==> src/rtl/cv32e40p_sleep_unit_mc.sv <==
// ---------------------------------------------------------------------------
// cv32e40p_sleep_unit_mc
//
// Multi-domain sleep unit. Each of NUM_DOMAINS clock domains has its own
// gate and its own small FSM. The FSM waits out an idle hysteresis before it
// gates the clock, and it waits out a wake latency before it reports the
// domain ready again. The sticky fetch-enable function of the original
// single-gate unit is kept.
//
// Ports:
//   clk_ungated_i   free-running clock; the only clock of this block
//   rst_i           asynchronous, active-high reset
//   scan_cg_en_i    forces every gate transparent (test mode)
//   fetch_enable_i  fetch enable request from the core
//   fetch_enable_o  sticky fetch enable
//   busy_i          per-domain busy (registered before the FSMs use it)
//   wake_i          per-domain wake request (combinational path to the gate)
//   force_on_i      per-domain keep-alive; blocks gating
//   clk_gated_o     per-domain gated clocks
//   domain_ready_o  per-domain: clock running and domain usable
//   domain_sleep_o  per-domain: gated with its clock disabled
//   core_sleep_o    every domain asleep
// ---------------------------------------------------------------------------

module cv32e40p_clock_gate (
    input  logic clk_i,
    input  logic en_i,
    input  logic scan_cg_en_i,
    output logic clk_o
);

    logic en_latch;

    // The enable is latched while the clock is low, so a change that
    // arrives during the high phase cannot clip the running pulse.
    always_latch begin
        if (!clk_i) begin
            en_latch <= en_i | scan_cg_en_i;
        end
    end

    assign clk_o = clk_i & en_latch;

endmodule

module cv32e40p_sleep_unit_mc #(
    parameter int NUM_DOMAINS = 2,
    parameter int IDLE_CYCLES = 4,
    parameter int WAKE_CYCLES = 1,
    parameter int CNT_W       = $clog2(((IDLE_CYCLES > WAKE_CYCLES) ? IDLE_CYCLES : WAKE_CYCLES) + 1)
) (
    input  logic                   clk_ungated_i,
    input  logic                   rst_i,
    input  logic                   scan_cg_en_i,
    input  logic                   fetch_enable_i,
    output logic                   fetch_enable_o,
    input  logic [NUM_DOMAINS-1:0] busy_i,
    input  logic [NUM_DOMAINS-1:0] wake_i,
    input  logic [NUM_DOMAINS-1:0] force_on_i,
    output logic [NUM_DOMAINS-1:0] clk_gated_o,
    output logic [NUM_DOMAINS-1:0] domain_ready_o,
    output logic [NUM_DOMAINS-1:0] domain_sleep_o,
    output logic                   core_sleep_o
);

    typedef enum logic [2:0] {
        S_OFF    = 3'd0,
        S_WAKE   = 3'd1,
        S_ACTIVE = 3'd2,
        S_DRAIN  = 3'd3,
        S_GATED  = 3'd4
    } state_e;

    localparam logic [CNT_W-1:0] WAKE_LOAD = CNT_W'(WAKE_CYCLES - 1);
    localparam logic [CNT_W-1:0] IDLE_LOAD = CNT_W'((IDLE_CYCLES > 0) ? (IDLE_CYCLES - 1) : 0);

    logic                   fetch_enable_q;
    logic [NUM_DOMAINS-1:0] busy_q;

    // Fetch enable is sticky until reset; busy is registered once here so
    // every FSM decision sees the same, glitch-free copy.
    always_ff @(posedge clk_ungated_i or posedge rst_i) begin
        if (rst_i) begin
            fetch_enable_q <= 1'b0;
            busy_q         <= '0;
        end else begin
            if (fetch_enable_i) begin
                fetch_enable_q <= 1'b1;
            end
            busy_q <= busy_i;
        end
    end

    assign fetch_enable_o = fetch_enable_q;

    for (genvar d = 0; d < NUM_DOMAINS; d++) begin : g_domain

        state_e           state_q;
        state_e           state_d;
        logic [CNT_W-1:0] cnt_q;
        logic [CNT_W-1:0] cnt_d;
        logic             keep_awake;
        logic             clk_en;
        logic             ready;

        assign keep_awake = busy_q[d] | wake_i[d] | force_on_i[d];

        // State and shared wake/idle counter.
        always_ff @(posedge clk_ungated_i or posedge rst_i) begin
            if (rst_i) begin
                state_q <= S_OFF;
                cnt_q   <= '0;
            end else begin
                state_q <= state_d;
                cnt_q   <= cnt_d;
            end
        end

        // Transitions. A keep-awake reason in DRAIN always beats an expiring
        // idle count, so a late wake never loses its clock.
        always_comb begin
            state_d = state_q;
            cnt_d   = cnt_q;
            case (state_q)
                S_OFF: begin
                    if (fetch_enable_q) begin
                        state_d = S_WAKE;
                        cnt_d   = WAKE_LOAD;
                    end
                end
                S_WAKE: begin
                    if (cnt_q == '0) begin
                        state_d = S_ACTIVE;
                    end else begin
                        cnt_d = cnt_q - 1'b1;
                    end
                end
                S_ACTIVE: begin
                    if (!keep_awake) begin
                        if (IDLE_CYCLES == 0) begin
                            state_d = S_GATED;
                        end else begin
                            state_d = S_DRAIN;
                            cnt_d   = IDLE_LOAD;
                        end
                    end
                end
                S_DRAIN: begin
                    if (keep_awake) begin
                        state_d = S_ACTIVE;
                    end else if (cnt_q == '0) begin
                        state_d = S_GATED;
                    end else begin
                        cnt_d = cnt_q - 1'b1;
                    end
                end
                S_GATED: begin
                    if (wake_i[d] | force_on_i[d]) begin
                        state_d = S_WAKE;
                        cnt_d   = WAKE_LOAD;
                    end
                end
                default: begin
                    state_d = S_OFF;
                    cnt_d   = '0;
                end
            endcase
        end

        // Gate enable and ready decode. In GATED the wake request opens the
        // gate directly so the domain sees its waking edge this cycle.
        always_comb begin
            clk_en = 1'b0;
            ready  = 1'b0;
            case (state_q)
                S_WAKE: begin
                    clk_en = 1'b1;
                end
                S_ACTIVE, S_DRAIN: begin
                    clk_en = 1'b1;
                    ready  = 1'b1;
                end
                S_GATED: begin
                    clk_en = wake_i[d] | force_on_i[d];
                end
                default: begin
                    clk_en = 1'b0;
                    ready  = 1'b0;
                end
            endcase
        end

        assign domain_ready_o[d] = ready;
        assign domain_sleep_o[d] = (state_q == S_GATED) & ~clk_en;

        cv32e40p_clock_gate u_clock_gate (
            .clk_i        (clk_ungated_i),
            .en_i         (clk_en),
            .scan_cg_en_i (scan_cg_en_i),
            .clk_o        (clk_gated_o[d])
        );
    end

    assign core_sleep_o = fetch_enable_q & (&domain_sleep_o);

endmodule

==> config.mk <==
export PLATFORM = sky130hd
export DESIGN_NAME = cv32e40p_sleep_unit_mc
export DESIGN_NICKNAME = d
export VERILOG_FILES = /design/src/rtl/cv32e40p_sleep_unit_mc.sv
export SDC_FILE = /design/constraint.sdc
export NUM_CORES = 1
export LEC_CHECK = 0
export BUFFER_PORTS_ARGS = -buffer_cell sky130_fd_sc_hd__buf_2
export CAP_MARGIN = 20
export CORE_UTILIZATION = 45
export CTS_CLUSTER_SIZE = 24
export DETAILED_ROUTE_END_ITERATION = 7
export PLACE_DENSITY = 0.69
export SYNTH_ARGS = -nofsm -noshare
export SYNTH_HDL_FRONTEND = slang
export SYNTH_SLANG_ARGS = --single-unit
==> constraint.sdc <==
create_clock -name clk_ungated_i -period 1.6 [get_ports clk_ungated_i]
set_input_delay 0.08 -clock clk_ungated_i [delete_from_list [all_inputs] [get_ports clk_ungated_i]]
set_output_delay 0.08 -clock clk_ungated_i [all_outputs]
set_load 0.005 [all_outputs]
==> summary.txt, run 1 <==
STA
  • RSZ-0062 raised after global routing: yes
  • Worst rel slew slack: 60.59%
  • Worst-margin pin slew: roughly 0.59 ns
  • Final WS setup: -0.3088 ns
  • Clock Skews: around 0.0083 ns
  • # setup viols final: 5
  • Final Hold Vio Count: 0
  • Sum Neg Setup Slack: -0.6142 ns
  • Slew Viols, Final: 0

Worst setup path
  • Critical path cell sequence: and2_4 > buf_6
  • Worst setup EP type: output port
  • Slowest stage delay, CP: about 0.42 ns
  • Slowest cell on the critical path: dlxtn_2
  • Worst path bufs/invs: 1
  • Startpoint Class: latch
  • Critical Path AT: 1.83 ns
  • Worst EP required: between 1.5 and 2 ns
  • Crit path max-delay family: latches
  • Crit path max fanout: 1
  • Critical path class: latch -> out

Clocking
  • Setup bufs post-CTS: 0
  • Clock insertion delay at the later pin of the skew report: 0.40 ns
  • CTS tree: done
  • CTS clk-pin slew, worst paths: approximately 0.1 ns

Synth
  • Async SR Flop Fraction: 88.24%
  • Ranking of synthesized cells by area: dfrtp_1 (35%), a211o_1 (4.9%), ha_1 (4.7%)
  • Unique cell type count in the Yosys netlist: 40
  • Cell accounting for the most synthesized area: dfrtp_1
  • Synth Register Bits: 17
  • Top FF cell, synth: dfrtp_1
  • EDFF count, synth: 0
  • Synthesized net count: 132
  • Synth top area share: 35.13%
  • Syn Std Cell Area: 0.001069 mm²
  • Avg Inst Size Synth: 9.055 µm²
  • Ys Warns: 0
  • Cells after Synth: roughly 120

Drt
  • # DRC: 0
  • DRT iter0 DRCs: 22
  • DRT antenna net count: 0
  • Via-to-Cell Ratio: 5.346
  • Drt wl/cell: 13.63 µm
  • Vias post-DR: 973
  • Initial DRT Pass Iterations: 5
  • Routed wire length: 2.480 mm

Die
  • Core area: 0.002233 mm²
  • Die area: about 0.0026 mm²
  • Die height: between 50 and 60 µm
  • Initial Utilization: 47.84%
  • Site row count: 17
  • # IOs: 18
  • Die width: approximately 51 µm

Placement
  • Dpl ws: -0.006573 ns
  • Gpl congestion: ~0.78
  • IO buf count: 17
  • DP Wirelength: 1.698 mm
  • Placed cell area: 0.001207 mm²

Pwr
  • PwrDens: 1480 mW/mm²
  • Max IR drop VDD: 0.8660 mV
  • Leakage power: 0.6558 nW

Finish
  • Post-route cell area: 0.001409 mm²
  • Area Growth Syn to Fin: 31.85%
  • Fill cell count: 177
  • Layout cells sized above 1: 34.42%
  • Diode count: 0
  • Final net count: between 150 and 200

Outcome
  • Status: complete, but fails checks
  • Failing checks: setup timing

GRT
  • Largest net degree at the start of global routing: 16
  • Total grt overflow: 0
  • Vias in the first global route: 943
  • Gr usage total: 22.02%
  • Initial antenna violation count: 0
  • First-pass GRT wire length: between 4 and 5 mm

Run
  • Number of max-cap violations: 0

Worst hold path
  • Worst min path class: in -> reg
==> area by class of cell <==
type | instances | area (µm²) | area share, %
tap | 28 | 35.03 | 2.487
timing repair buffer | 35 | 247.7 | 17.58
multi-input combinational | 82 | 609.3 | 43.25
inverter | 9 | 33.78 | 2.398
sequential | 17 | 406.6 | 28.86
clock buffer | 11 | 76.32 | 5.417
==> registers in the layout (all words and copies together), names as in the netlist <==
name / count
g_domain.u_clock_gate.en_latch: 2
fetch_enable_o: 1
g_domain.cnt_q: 6
busy_q: 2
g_domain.state_q: 6
==> where the power goes <==
part           switching (W)  internal [W]  leakage (nW)
Combinational       0.000488      0.000441         0.408
Sequential         0.0000685      0.000527         0.196
Clock               0.000230      0.000330        0.0518
==> synthesized netlist by cell type, types with 3 or more instances <==
| master | count |
|---|---|
| nand2b_1 | 4 |
| inv_1 | 9 |
| ha_1 | 4 |
| mux2i_1 | 3 |
| nor3_1 | 7 |
| nor2_1 | 11 |
| dfrtp_1 | 15 |
| and3_1 | 3 |
| nor2b_1 | 3 |
| a21oi_1 | 3 |
| and2_1 | 5 |
| a211o_1 | 6 |
| buf_4 | 4 |
| a211oi_1 | 3 |
| nand2_1 | 3 |
==> tightest hold or removal path, delay by kind of cell <==
kind,cells,cell delay (ns)
AOI/OAI and AO/OA,1,0.09
buffers and inverters,1,0.12
and+or+nand+nor,2,0.16
==> cell usage in the layout (no fill, tap or decap), types with 2 or more instances in the layout <==
cell type      count
a211o_1            6
a211oi_1           2
a211oi_2           2
a21oi_1            3
a22oi_1            2
and2_1             4
and3_1             2
buf_2             16
buf_4             11
clkbuf_1           2
clkbuf_4           7
dfrtp_1           15
dlygate4sd3_1      9
ha_1               4
inv_1              9
mux2i_1            3
nand2_1            3
nand2b_1           4
nand3b_1           2
nor2_1            10
nor2_2             2
nor2b_1            2
nor3_1             5
nor3_2             2
o21ai_0            2
o22ai_1            2
or2_2              2
==> final timing paths <==
path / start / end / slack, ns / depth (start not counted)
setup / recovery: g_domain[1].u_clock_gate.en_latch / clk_gated_o[1] / -0.31 / 2
hold / removal: wake_i[1] / g_domain[1].cnt_q[0] / 0.11 / 4
setup reg to reg: g_domain[0].state_q[1] / g_domain[0].u_clock_gate.en_latch / 0 / 3
hold reg to reg: g_domain[0].cnt_q[0] / g_domain[0].cnt_q[0] / 0.51 / 1
max in group asynchronous: rst_i / g_domain[1].state_q[2] / 0.94 / 3
min in group asynchronous: rst_i / fetch_enable_o / 0.27 / 3
==> logic make-up (layout without fill, tap and decap cells) <==
| group | Yosys count | count (layout) | synth area share, % |
|---|---|---|---|
| buf+inv | 19 | 55 | 9.133 |
| fa+ha+maj | 4 | 4 | 4.684 |
| mux | 3 | 3 | 2.810 |
| latches | 2 | 2 | 2.810 |
| simple gates | 48 | 48 | 25.06 |
| xor+xnor | 1 | 1 | 0.8198 |
| compound gates | 26 | 26 | 19.55 |
| flops | 15 | 15 | 35.13 |
==> routing by layer <==
layer  share of wire (%)  GRT usage [%]  wire, µm  vias up
met5                   0              0         0        -
met4                0.60          7.407        15        0
met3                 3.7          9.394        91        5
met2                  54          35.78      1327       23
met1                  42          25.95      1046      463
li1                    -              -         -      482
==> through the flow <==
stage,cells,utilization [%],hold WS (ns),total power (W)
after floorplan,118,-,-0.01852,0.001344
after global placement,164,54.06,0.1656,0.001525
after detailed placement,164,54.06,0.1724,0.001565
after CTS,182,61.40,0.08027,0.002007
after global routing,182,63.08,0.1320,0.002240
final,182,63.08,0.1086,0.002085
==> repair_timing <==
item	4_1_cts	5_1_grt
pin swaps	1	1
endpoints found under the hold margin	22	0
hold buffers	9	0
endpoints found under the setup margin	7	10
gates resized for setup	3	9
No activity file was read; power rests on OpenSTA's default activity.
==> inputs of run 2 (changes only) <==
CORE_UTILIZATION = 49   (was 45)
PLACE_DENSITY = 0.74   (was 0.69)
==> summary.txt, run 2 (synthesis gave the netlist of run 1 again) <==
Worst setup path
  • Crit path max fanout: 1
  • Worst EP required: 1.52 ns
  • Crit. Startpoint: g_domain[1].u_clock_gate.en_latch
  • Critical Path AT: about 1.9 ns
  • Startpoint Class: latch
  • Worst r2r src: g_domain[1].state_q[1]
  • Worst setup EP type: output port
  • Critical path class: latch -> out

Placement
  • DP Wirelength: 1.689 mm
  • Gpl congestion: 0.8447
  • Placed cell area: 0.001191 mm²
  • IO buf count: 17

Clocking
  • CTS clk-pin slew, worst paths: 0.11 ns
  • Clock insertion delay at the later pin of the skew report: between 0.4 and 0.5 ns
  • CTS tree: done

STA
  • Clock Skews: about 0.0025 ns
  • # setup viols final: 5
  • RSZ-0062 raised after global routing: yes
  • Sum Neg Setup Slack: -0.7677 ns
  • Final WS setup: -0.3712 ns
  • Worst rel slew slack: 58.31%
  • Final Hold Vio Count: 0
  • Worst-margin pin slew: 0.6247 ns
  • Slew Viols, Final: 0

Finish
  • Layout cells sized above 1: roughly 35%
  • Top Registers: g_domain.cnt_q: 6 flops, g_domain.state_q: 6 flops
  • Diode count: 0
  • Post-route cell area: 0.001414 mm²
  • Final net count: 169
  • Most common cell after layout, fill and taps aside: buf_2
  • Most frequent cells in the layout: buf_2 (16), dfrtp_1 (14), buf_4 (12)
  • Area Growth Syn to Fin: 32.32%

Pwr
  • PwrDens: ~1500 mW/mm²
  • Max IR drop VDD: 1.576 mV
  • Leakage power: roughly 0.66 nW

Drt
  • Routed wire length: 2.855 mm
  • Vias post-DR: 1018
  • DRT antenna net count: 0
  • Via-to-Cell Ratio: 5.593
  • Drt wl/cell: 15.69 µm
  • Initial DRT Pass Iterations: 4
  • DRT iter0 DRCs: 23
  • # DRC: 0

GRT
  • First-pass GRT wire length: 4.229 mm
  • Total grt overflow: 0
  • Initial antenna violation count: 0
  • Gr usage total: 24.21%
  • Largest net degree at the start of global routing: 16
  • Vias in the first global route: 948

Outcome
  • Status: complete, but fails checks
  • Failing checks: setup timing

Die
  • Site row count: 16
  • Core area: approximately 0.0020 mm²
  • Die area: 0.002371 mm²
  • Die height: between 40 and 50 µm
  • # IOs: 18
  • Die width: 48.70 µm
  • Initial Utilization: 53.38%

Run
  • Number of max-cap violations: 0

Worst hold path
  • Hold path start: wake_i[1]
  • Worst min path class: in -> reg
==> run 2: what timing repair did <==
| action | CTS | global route |
|---|---|---|
| hold endpoints to repair | 21 | 0 |
| hold buffers | 9 | 0 |
| pin swaps | 4 | 1 |
| endpoints found under the setup margin | 7 | 9 |
| buffers inserted | 2 | 1 |
| gates resized for setup | 4 | 9 |
==> run 2: area by class of cell <==
type	count	area, µm²
well taps	27	33.78
repair buffers	36	255.2
flip-flops and latches	17	407.9
inverters	9	33.78
clock buffers	11	76.32
fillers	138	588.1
multi-input cells	82	606.8
==> run 2: routing by layer <==
metal	up-vias	GRT usage (%)	wire length [µm]
li1	486	-	-
met1	480	31.72	1262
met2	42	36.81	1361
met3	10	5.975	144
met4	0	12.75	87
met5	-	0	0
==> run 2: critical path: stages (launching register included) <==
cell and delay [ns]:
dlxtn_1 0.44, and2_1 0.12, buf_2 0.11
==> run 2: where the power goes <==
part | switching (W) | internal, W
logic | 0.000498 | 0.000437
clock network | 0.000248 | 0.000329
registers | 0.0000788 | 0.000528
total | 0.000825 | 0.00129
==> run 2: worst paths after layout <==
check,end,slack [ns],cells past startpoint
max,clk_gated_o[1],-0.37,2
min,g_domain[1].cnt_q[0],0.10,4
max reg2reg,g_domain[1].u_clock_gate.en_latch,0,3
min reg2reg,g_domain[0].cnt_q[0],0.50,1
max in group asynchronous,g_domain[0].state_q[1],0.89,3
min in group asynchronous,g_domain[1].cnt_q[0],0.28,3
==> run 2: stage by stage <==
step / setup WS, ns / std cells / total power [W] / utilization, % / hold WS [ns]
final: -0.3712 / 182 / 0.002119 / 70.63 / 0.1022
after global routing: -0.4285 / 182 / 0.002267 / 70.63 / 0.1131
after CTS: -0.3076 / 181 / 0.001968 / 68.69 / 0.07384
after detailed placement: -0.01006 / 161 / 0.001525 / 59.50 / 0.1763
after global placement: 0 / 161 / 0.001492 / 59.50 / 0.1650
after floorplan: 0 / 118 / 0.001344 / - / -0.01852
==> inputs of run 3 (changes only) <==
CELL_PAD_IN_SITES_DETAIL_PLACEMENT = 1   (was default)
CELL_PAD_IN_SITES_GLOBAL_PLACEMENT = 1   (was default)
CORE_UTILIZATION = 37   (was 49)
PLACE_DENSITY = default   (was 0.74)
PLACE_DENSITY_LB_ADDON = 0.1   (was default)
SKIP_CTS_REPAIR_TIMING = 1   (was default)
==> summary.txt, run 3 (synthesis gave the netlist of run 1 again) <==
Drt
  • Vias post-DR: 1035
  • Routed wire length: 2.951 mm
  • Drt wl/cell: 15.53 µm
  • Via-to-Cell Ratio: 5.447
  • DRT antenna net count: 0
  • DRT iter0 DRCs: 21
  • # DRC: 0
  • Initial DRT Pass Iterations: 4

Pwr
  • Sw Ratio: 39.31%
  • Max IR drop VDD: 0.8527 mV
  • Net Sw Power: around 0.00084 W
  • Clock share of power: 24.1%
  • Combinational power share: 47.8%
  • Share of total power in sequential cells: roughly 28%
  • Leakage power: 0.6808 nW
  • PwrDens: 1471 mW/mm²
  • Int Pwr: ~0.0013 W

Finish
  • Final Util: 52.59%
  • Layout cells sized above 1: 35.22%
  • Area Growth Syn to Fin: 35.71%
  • Storage cell area: between 400 and 500 µm²
  • Fill cell count: 340
  • Diode count: 0
  • Final net count: approximately 170
  • Most common cell after layout, fill and taps aside: buf_2
  • Most frequent cells in the layout: buf_2 (17), dfrtp_1 (15), buf_4 (14)
  • Area of the multi-input gates: around 600 µm²
  • Top Registers: g_domain.cnt_q: 6 flops, g_domain.state_q: 6 flops
  • Fin cells: 190

Worst setup path
  • Critical Path AT: 1.81 ns
  • Worst EP required: 1.52 ns
  • Worst path bufs/invs: 1
  • Critical path cell sequence: and2_1 > buf_2
  • Worst setup EP type: output port
  • Crit path max fanout: 1
  • Slowest stage delay, CP: around 0.39 ns
  • Startpoint Class: latch
  • Crit path max-delay family: latches
  • Crit path depth: 2
  • R2r worst-path depth: 3
  • Slowest cell on the critical path: dlxtn_1
  • Critical path class: latch -> out

Outcome
  • Status: complete, but fails checks
  • Failing checks: setup timing

STA
  • Clock Skews: 0.01124 ns
  • # setup viols final: 5
  • Worst-margin pin slew: 0.6227 ns
  • Sum Neg Setup Slack: -0.5782 ns
  • Final Hold Vio Count: 0
  • Final WS setup: -0.2906 ns
  • RSZ-0062 raised after global routing: yes
  • Worst rel slew slack: 58.44%
  • Hold Slack: 0.08111 ns
  • Slew Viols, Final: 0

Placement
  • IO buf count: 17
  • DP Cell Count: 170
  • Gpl congestion: between 0.7 and 0.8
  • DP Wirelength: 2.000 mm

GRT
  • Vias in the first global route: 1131
  • Largest net degree at the start of global routing: 16
  • Initial antenna violation count: 0
  • Gr usage total: 19.43%
  • First-pass GRT wire length: 4.574 mm
  • Total grt overflow: 0

Worst hold path
  • Worst Hold Depth: 4
  • Worst min path class: in -> reg

Die
  • Die area: 0.003107 mm²
  • Initial Utilization: 38.75%
  • Site row count: 19
  • Die width: between 50 and 60 µm
  • Core area: about 0.0028 mm²
  • # IOs: 18
  • Die height: 55.74 µm

Clocking
  • Clock insertion delay at the later pin of the skew report: ~0.41 ns
  • CTS tree: done
  • CTS clk-pin slew, worst paths: 0.11 ns

Run
  • Number of max-cap violations: 0
run 3: final cells by class:
class / count / area share (%)
Multi-Input combinational cell: 82 / 41.93
Sequential cell: 17 / 27.96
Timing Repair Buffer: 40 / 20.19
Clock buffer: 10 / 4.573
Tap cell: 31 / 2.675
Inverter: 9 / 2.330
Clock inverter: 1 / 0.3451
run 3: final timing paths:
path                                                      to                              start  slack, ns
max in group asynchronous                     fetch_enable_o                              rst_i       0.90
max                                           clk_gated_o[0]  g_domain[0].u_clock_gate.en_latch      -0.29
min                                     g_domain[1].cnt_q[0]                      force_on_i[1]       0.08
min in group asynchronous               g_domain[1].cnt_q[0]                              rst_i       0.28
max reg2reg                g_domain[0].u_clock_gate.en_latch             g_domain[0].state_q[1]          0
min reg2reg                             g_domain[0].cnt_q[0]               g_domain[0].cnt_q[0]       0.51
run 3: worst register-to-register path, stage by stage, from the launching register on:
cell     delay (ns)
dfrtp_1        0.43
nor2_1         0.16
nor2_1         0.06
a211o_1        0.26
run 3: power groups by stage:
| stage | clock, W | sequential, W | combinational [W] |
|---|---|---|---|
| after floorplan | 0.000120 | 0.000577 | 0.000647 |
| after global placement | 0.0000895 | 0.000592 | 0.000896 |
| after detailed placement | 0.0000895 | 0.000600 | 0.000926 |
| after CTS | 0.000524 | 0.000590 | 0.000934 |
| after global routing | 0.000563 | 0.000614 | 0.00114 |
| final | 0.000514 | 0.000600 | 0.00102 |
run 3: per-layer routing:
layer,track usage (%),up-vias,wire length [µm],share of wire [%]
li1,-,493,-,-
met3,5.116,8,104,3.5
met4,12.86,0,63,2.1
met1,18.79,513,1134,38
met5,0,-,0,0
met2,35.80,21,1648,56
run 3: metrics by stage:
stage / cell area (µm²) / total power, W / setup WS [ns]
2_1_floorplan: 1069 / 0.001344 / 0
3_3_place_gp: 1234 / 0.001577 / 0
3_5_place_dp: 1234 / 0.001615 / -0.09384
4_1_cts: 1295 / 0.002047 / -0.3159
5_1_grt: 1450 / 0.002313 / -0.3400
6_report: 1450 / 0.002133 / -0.2906
